**src/rtl/hello_scroll_sequencer.sv**
```systemverilog
// hello_scroll_sequencer
// Steps through the "HELLO   " message table and feeds one 3-bit symbol per
// scroll step into the 8-stage digit shift chain behind HEX0..HEX7.
// Includes run/hold, a speed select, a pause after each full pass, and a
// fast 8-cycle blanking flush.
module hello_scroll_sequencer #(
  parameter int unsigned DIV         = 25_000_000,
  parameter int unsigned PAUSE_STEPS = 4
) (
  input  logic       CLOCK_50,
  input  logic       KEY,
  input  logic       run,
  input  logic [1:0] speed,
  input  logic       clear,
  output logic       shift_en,
  output logic [2:0] code,
  output logic [2:0] idx,
  output logic       busy
);

  localparam int CW = $clog2(DIV + 1);
  localparam int PW = $clog2(PAUSE_STEPS + 1);
  localparam logic [CW-1:0] DIV_W     = CW'(DIV);
  localparam logic [PW-1:0] PAUSE_END = PW'(PAUSE_STEPS - 1);

  typedef enum logic [1:0] {
    IDLE   = 2'd0,
    SCROLL = 2'd1,
    PAUSE  = 2'd2,
    FLUSH  = 2'd3
  } state_t;

  state_t        state;
  logic [CW-1:0] cnt;
  logic [PW-1:0] pcnt;
  logic [3:0]    fcnt;
  logic [CW-1:0] limit;
  logic          tick;

  // Message table: H E L L O followed by three blanks.
  function automatic logic [2:0] msg_code(input logic [2:0] pos);
    logic [2:0] c;
    case (pos)
      3'd0:    c = 3'd0;
      3'd1:    c = 3'd1;
      3'd2:    c = 3'd2;
      3'd3:    c = 3'd2;
      3'd4:    c = 3'd3;
      default: c = 3'd7;
    endcase
    return c;
  endfunction

  // Step period comparison; >= makes a mid-count speed-up tick at once.
  always_comb begin
    limit = DIV_W >> speed;
    tick  = (cnt >= (limit - CW'(1)));
  end

  // Sequencer FSM, step timer and registered outputs.
  always_ff @(posedge CLOCK_50 or negedge KEY) begin
    if (!KEY) begin
      state    <= IDLE;
      cnt      <= '0;
      pcnt     <= '0;
      fcnt     <= 4'd0;
      idx      <= 3'd0;
      shift_en <= 1'b0;
      code     <= 3'd7;
      busy     <= 1'b0;
    end else begin
      shift_en <= 1'b0;
      case (state)
        IDLE: begin
          cnt <= '0;
          if (clear) begin
            state <= FLUSH;
            fcnt  <= 4'd0;
            idx   <= 3'd0;
            busy  <= 1'b1;
          end else if (run) begin
            state <= SCROLL;
            busy  <= 1'b1;
          end else begin
            busy  <= 1'b0;
          end
        end

        SCROLL: begin
          if (clear) begin
            // Clear wins over a coincident tick: that symbol is dropped.
            state <= FLUSH;
            cnt   <= '0;
            fcnt  <= 4'd0;
            idx   <= 3'd0;
          end else if (!run) begin
            // Hold position so scrolling resumes mid-message.
            state <= IDLE;
            cnt   <= '0;
            busy  <= 1'b0;
          end else if (tick) begin
            cnt      <= '0;
            shift_en <= 1'b1;
            code     <= msg_code(idx);
            if (idx == 3'd7) begin
              idx   <= 3'd0;
              pcnt  <= '0;
              state <= PAUSE;
            end else begin
              idx <= idx + 3'd1;
            end
          end else begin
            cnt <= cnt + CW'(1);
          end
        end

        PAUSE: begin
          if (clear) begin
            state <= FLUSH;
            cnt   <= '0;
            pcnt  <= '0;
            fcnt  <= 4'd0;
            idx   <= 3'd0;
          end else if (!run) begin
            state <= IDLE;
            cnt   <= '0;
            pcnt  <= '0;
            idx   <= 3'd0;
            busy  <= 1'b0;
          end else if (tick) begin
            cnt <= '0;
            if (pcnt >= PAUSE_END) begin
              pcnt  <= '0;
              idx   <= 3'd0;
              state <= SCROLL;
            end else begin
              pcnt <= pcnt + PW'(1);
            end
          end else begin
            cnt <= cnt + CW'(1);
          end
        end

        FLUSH: begin
          // Eight blank shifts, then one settling cycle before IDLE.
          cnt <= '0;
          idx <= 3'd0;
          if (fcnt == 4'd8) begin
            fcnt  <= 4'd0;
            state <= IDLE;
            busy  <= 1'b0;
          end else begin
            shift_en <= 1'b1;
            code     <= 3'd7;
            fcnt     <= fcnt + 4'd1;
          end
        end

        default: begin
          state <= IDLE;
          cnt   <= '0;
          pcnt  <= '0;
          fcnt  <= 4'd0;
          idx   <= 3'd0;
          code  <= 3'd7;
          busy  <= 1'b0;
        end
      endcase
    end
  end

endmodule

```
**config.mk**
```make
export PLATFORM = sky130hd
export DESIGN_NAME = hello_scroll_sequencer
export DESIGN_NICKNAME = d
export VERILOG_FILES = /design/src/rtl/hello_scroll_sequencer.sv
export SDC_FILE = /design/constraint.sdc
export NUM_CORES = 1
export LEC_CHECK = 0
export BUFFER_PORTS_ARGS = -buffer_cell sky130_fd_sc_hd__buf_4
export CAP_MARGIN = 20
export CORE_ASPECT_RATIO = 0.75
export CORE_MARGIN = 2
export CORE_UTILIZATION = 61
export CTS_CLUSTER_SIZE = 25
export DETAILED_ROUTE_END_ITERATION = 8
export GPL_ROUTABILITY_DRIVEN = 0
export PLACE_DENSITY = 0.8
export SKIP_LAST_GASP = 1
export SLEW_MARGIN = 20
export SYNTH_ARGS = -nofsm -noshare
export SYNTH_HDL_FRONTEND = slang
export SYNTH_SLANG_ARGS = --single-unit
```
**constraint.sdc**
```tcl
create_clock -name CLOCK_50 -period 7.2 [get_ports CLOCK_50]
set_clock_uncertainty 0.05 [all_clocks]
set_input_delay 0.72 -clock CLOCK_50 [delete_from_list [all_inputs] [get_ports CLOCK_50]]
set_output_delay 0.72 -clock CLOCK_50 [all_outputs]
set_load 0.01 [all_outputs]
```
; Word level (Yosys, flattened, before mapping)
; Cells that the tools add are included.
[word_totals]
in_bits = 6
word_cells = 110
out_inout_bits = 8
register_bits = 42
[classes]
magnitude_cmp = 2
n_eq_ne = 26
n_addsub = 5
shift = 1
mux = 55
n_reduce_logical = 13
[op_table]
columns = operator, n
row1 = $mux 25, 3
row2 = $mux 3, 21
row3 = $pmux 25 s2, 1
row4 = $add 25x1->25 const B, 1
row5 = $ge 25x25->1, 1
row6 = $shr 25x2->25 const A, 1
row7 = $sub 25x1->25 const B, 1
row8 = $pmux 3 s4, 2
row9 = $mux 2, 11
row10 = $ne 2x2->1 const B, 9
row11 = $ne 4x4->1 const B, 4
row12 = $pmux 3 s2, 2
row13 = $reduce_and 6->1, 2
row14 = $reduce_and 5->1, 2
row15 = $mux 1, 9
row16 = $ne 3x3->1 const B, 3
row17 = $mux 4, 2
row18 = $pmux 2 s4, 1
row19 = $pmux 4 s2, 1
row20 = $add 3x1->3 const B, 2
row21 = $eq 3x2->1 const B, 2
row22 = $eq 3x3->1 const B, 2
row23 = $reduce_or 2->1, 3
row24 = $add 4x1->4 const B, 1
row25 = 13 further kinds, 15

; Depth between registers and ports, before layout
[logic_depth]
depth_word = 7
depth_mapped = 14
depth_no_buf = 13

; Worst setup path before layout
; OpenSTA, ideal clock, no wires.
[synth_timing]
path_kind = input to register
start = input speed[1]
end = register state[1]
setup_time_ps = 125
cell_stages = 13
required_time_ps = 7025
path_buffers = 0
slack_ps = 4044
arrival_time_ps = 2981
path_cell_list = inv_1 > nor2_1 > inv_1 > ha_1 > nand2_1 > ha_1 > nand4_1 > a211oi_1 > o211ai_1 > a311oi_2 > nor2_2 > a311o_2 > mux2_4
[synth_via]
elab_chain_cells = 5
word_cells_on_any_way = 6
cone_classes = 1 x add/sub / 1 x order compare / 2 x eq/ne / 1 x shift / 1 x reduce/logical
[synth_lines]
columns = item, line
row1 = "start, declared", 13  ; input logic [1:0] speed,
row2 = $shr 25x2->25 *, 56  ; limit = DIV_W >> speed;
row3 = $sub 25x1->25 *, 57  ; tick = (cnt >= (limit - CW'(1)));
row4 = $ge 25x25->1 *, 57
row5 = $ne 4x4->1 (no source line), --
row6 = $reduce_and 6->1 (no source line) *, --
row7 = "end signal, assigned", 63  ; state <= IDLE;
row8 = "end signal, assigned", 77  ; state <= FLUSH;
row9 = "end signal, assigned", 82  ; state <= SCROLL;
row10 = "end, declared", 33  ; state_t state;
; Every way passes the cells marked *; elsewhere a longest branch is shown, timed or not.
; A chain may end at the register's enable or synchronous reset.

; Final worst setup path
[layout_timing]
start = input speed[1]
end = register cnt[4]
[layout_via]
elab_chain_cells = 7
[layout_lines]
columns = item, line
row1 = $shr 25x2->25, 56
row2 = $sub 25x1->25, 57
row3 = $ge 25x25->1, 57
row4 = $mux 25, "101, 130"
row5 = $mux 25, 124  ; end else if (!run) begin
row6 = $mux 25, 118  ; if (clear) begin
row7 = $pmux 25 s2, 73  ; case (state)
row8 = "end signal, assigned", 113  ; cnt <= cnt + CW'(1);
row9 = "end signal, assigned", 140  ; cnt <= cnt + CW'(1);
row10 = "end, declared", 34  ; logic [CW-1:0] cnt;
; No other way between the ends.

==> impl_metrics.yaml <==
status:
  status: "completed"
place:
  dp_hpwl_um: 4320
  portBuffers: 13
  place_inst: 382
  place_ws_ps: 3240
sta:
  whs_ps: 347
  tightestPinTransition_ps: 982
  final.min_clock_period_ps: 3650
  fmax_ghz: 0.274
  fin_ws_ps: 3550
  setup_viol_count_final: 0
  fin_crit_sh_pct: 50.6
  hold_violations: 0
  max_slew_margin_pct: 34.3
  report.final.slew_viol_count: 0
  timing.setup.tns_ps: 0
  grt_setup_unrepaired: "no"
finish:
  area_growth_pct: 8.51
  nets: 372
  stdcell_count: 390
  final_common_cell: "nor2_1"
  fill_cells: 345
  mostFrequentLayoutCells: "nor2_1 (52), dfrtp_1 (39), ha_1 (34)"
  final_layout_size_suffix_gt1_share_pct: 11.1
  n_antenna_cell: 0
worst_hold_path:
  min_path_type: "in2async"
clock_tree:
  cts_tree: "done"
  cts_buffer_depth: 2
  clkTransAtPathRegs_ps: 80
  htreeDepth: 2
  cts_root_buf: "clkbuf_8"
  cts_sinks: 42
  clk_latency_ps: 290
  cts_resized: 0
  cts_hold_buf: 0
  post_cts_buffers: 0
  cts_buffers: 5
floorplan:
  die_h_um: 62.8
  rows: 21
  io_pins: 14
  die_area_um2: 5170
  die-width_um: 82.3
  initial_utilization_pct: 63.2
  core-area_um2: 4440
logic_synthesis:
  ys_warn_count: 0
  synthesis.area_um2: 2810
  ys_async_sr_fraction_pct: 100
  yosys.area.top_type: "dfrtp_1"
  synth-edff-count: 0
  synth_top_area_share_pct: 34.8
  synth-main-ff-cell: "dfrtp_1"
  synth_seq_area_share_pct: 37.6
  postSynthCellCount: 317
  synth_area_leaders: "dfrtp_1 (35%), ha_1 (15%), nor2_1 (7.0%)"
  ys_types: 45
  synth-seq-cells: 42
  syn_avg_cell_area_um2: 8.86
drt:
  drt_first_iter_violations: 109
  drc_errors: 0
  top_layer_used: "met4"
  wl_met3_um: 212
  ant_nets: 0
  drt_first_pass_iters: 5
  vias_per_cell: 5.67
  num_vias: 2211
  wl_met2_um: 2460
  met1_length_um: 2930
  avgRoutedWirePerCell_um: 14.5
  drt_wl_total_um: 5670
setup_path:
  worstPathRequired_ps: 7350
  worst-path-max-fanout: 25
  cp-start-kind: "input pin"
  arrival_ps: 3790
  endpoint_kind: "flop"
  path_class: "in2reg"
flow_run:
  drv_cap: 0
pwr:
  power.density_nw_per_um2: 213
  p_leak_nw: 1.40
  irDropWorstVdd_mv: 0.118
  power.total_w: 0.000649
global_route:
  grt_pass1_wl_um: 9830
  gr-total-overflow: 0
  track_usage_pct: 24.5
  grt_pass1_vias: 2176
  antenna_found_initial: 0
  grt_max_degree: 43
[cells by family (layout without fill, tap and decap cells)]
kind of cell,after synthesis,count (layout),share of synthesized area [%]
other cells,2,3,0.267
buf+inv,29,44,3.97
xor+xnor,25,25,7.80
fa+ha+maj,34,34,15.2
simple gates,127,127,20.9
flops,42,42,37.6
compound gates,53,53,12.3
mux,5,5,2.05
[cell usage after synthesis (all sizes together) (3+ instances only)]
library cell  instances
o211ai                3
a211oi                3
a31oi                 4
dfstp                 3
a21oi                11
dfrtp                39
nand2                31
nor3                  6
clkbuf                4
mux2                  3
nor2                 53
nand4                11
xnor2                12
inv                  23
nand3                12
xor2                 13
a21o                  4
ha                   34
o21ai                16
[power breakdown]
part | total, W | internal, W | switching [W]
Clock | 0.000155 | 0.0000774 | 0.0000777
Sequential | 0.000278 | 0.000258 | 0.0000198
Combinational | 0.000216 | 0.0000860 | 0.000130
[registers in the layout (all words and copies together), names as in the netlist]
| signal | flops |
|---|---|
| busy | 1 |
| pcnt | 3 |
| fcnt | 4 |
| code | 3 |
| cnt | 25 |
| shift_en | 1 |
| state | 2 |
| idx | 3 |
[metal layers]
metal | GRT usage, % | vias to the layer above
met4 | 6.46 | 0
met1 | 35.9 | 1049
li1 | - | 1115
met2 | 36.3 | 39
met5 | 0 | -
met3 | 5.49 | 8
[final cells by class]
| class | count | area [um2] | share of cell area (%) |
|---|---|---|---|
| multi-input cells | 247 | 1650 | 54.0 |
| flip-flops and latches | 42 | 1050 | 34.6 |
| repair buffers | 13 | 97.6 | 3.20 |
| clock buffers | 7 | 86.3 | 2.83 |
| inverters | 23 | 86.3 | 2.83 |
| well taps | 57 | 71.3 | 2.34 |
| clock inverters | 1 | 5.00 | 0.164 |
[worst paths after layout]
path	depth (start not counted)	end	slack [ps]	from
worst max-delay path	14	cnt[4]	3550	speed[1]
worst min-delay path	1	state[1]	350	KEY
worst max register to register	7	cnt[4]	4150	cnt[14]
worst min register to register	2	code[1]	440	code[1]
max in group asynchronous	1	cnt[13]	6360	KEY
min in group CLOCK_50	2	code[1]	440	code[1]
[worst max-delay path: stages]
cell,delay [ps]
buf_4,120
inv_1,70
nor2_1,300
inv_1,110
ha_1,210
nand2_1,70
ha_1,240
nand4_1,130
a211oi_1,70
o211ai_1,220
a311oi_2,160
nor2_2,290
nand3_1,750
nor2_1,330
[through the flow]
| step | area, um2 | util [%] |
|---|---|---|
| after global placement | 2960 | 66.6 |
| after floorplan | 2810 | - |
| after global routing | 3050 | 68.6 |
| after CTS | 3050 | 68.6 |
| after detailed placement | 2960 | 66.6 |
| final | 3050 | 68.6 |
Power figures use the tool's default switching activity.
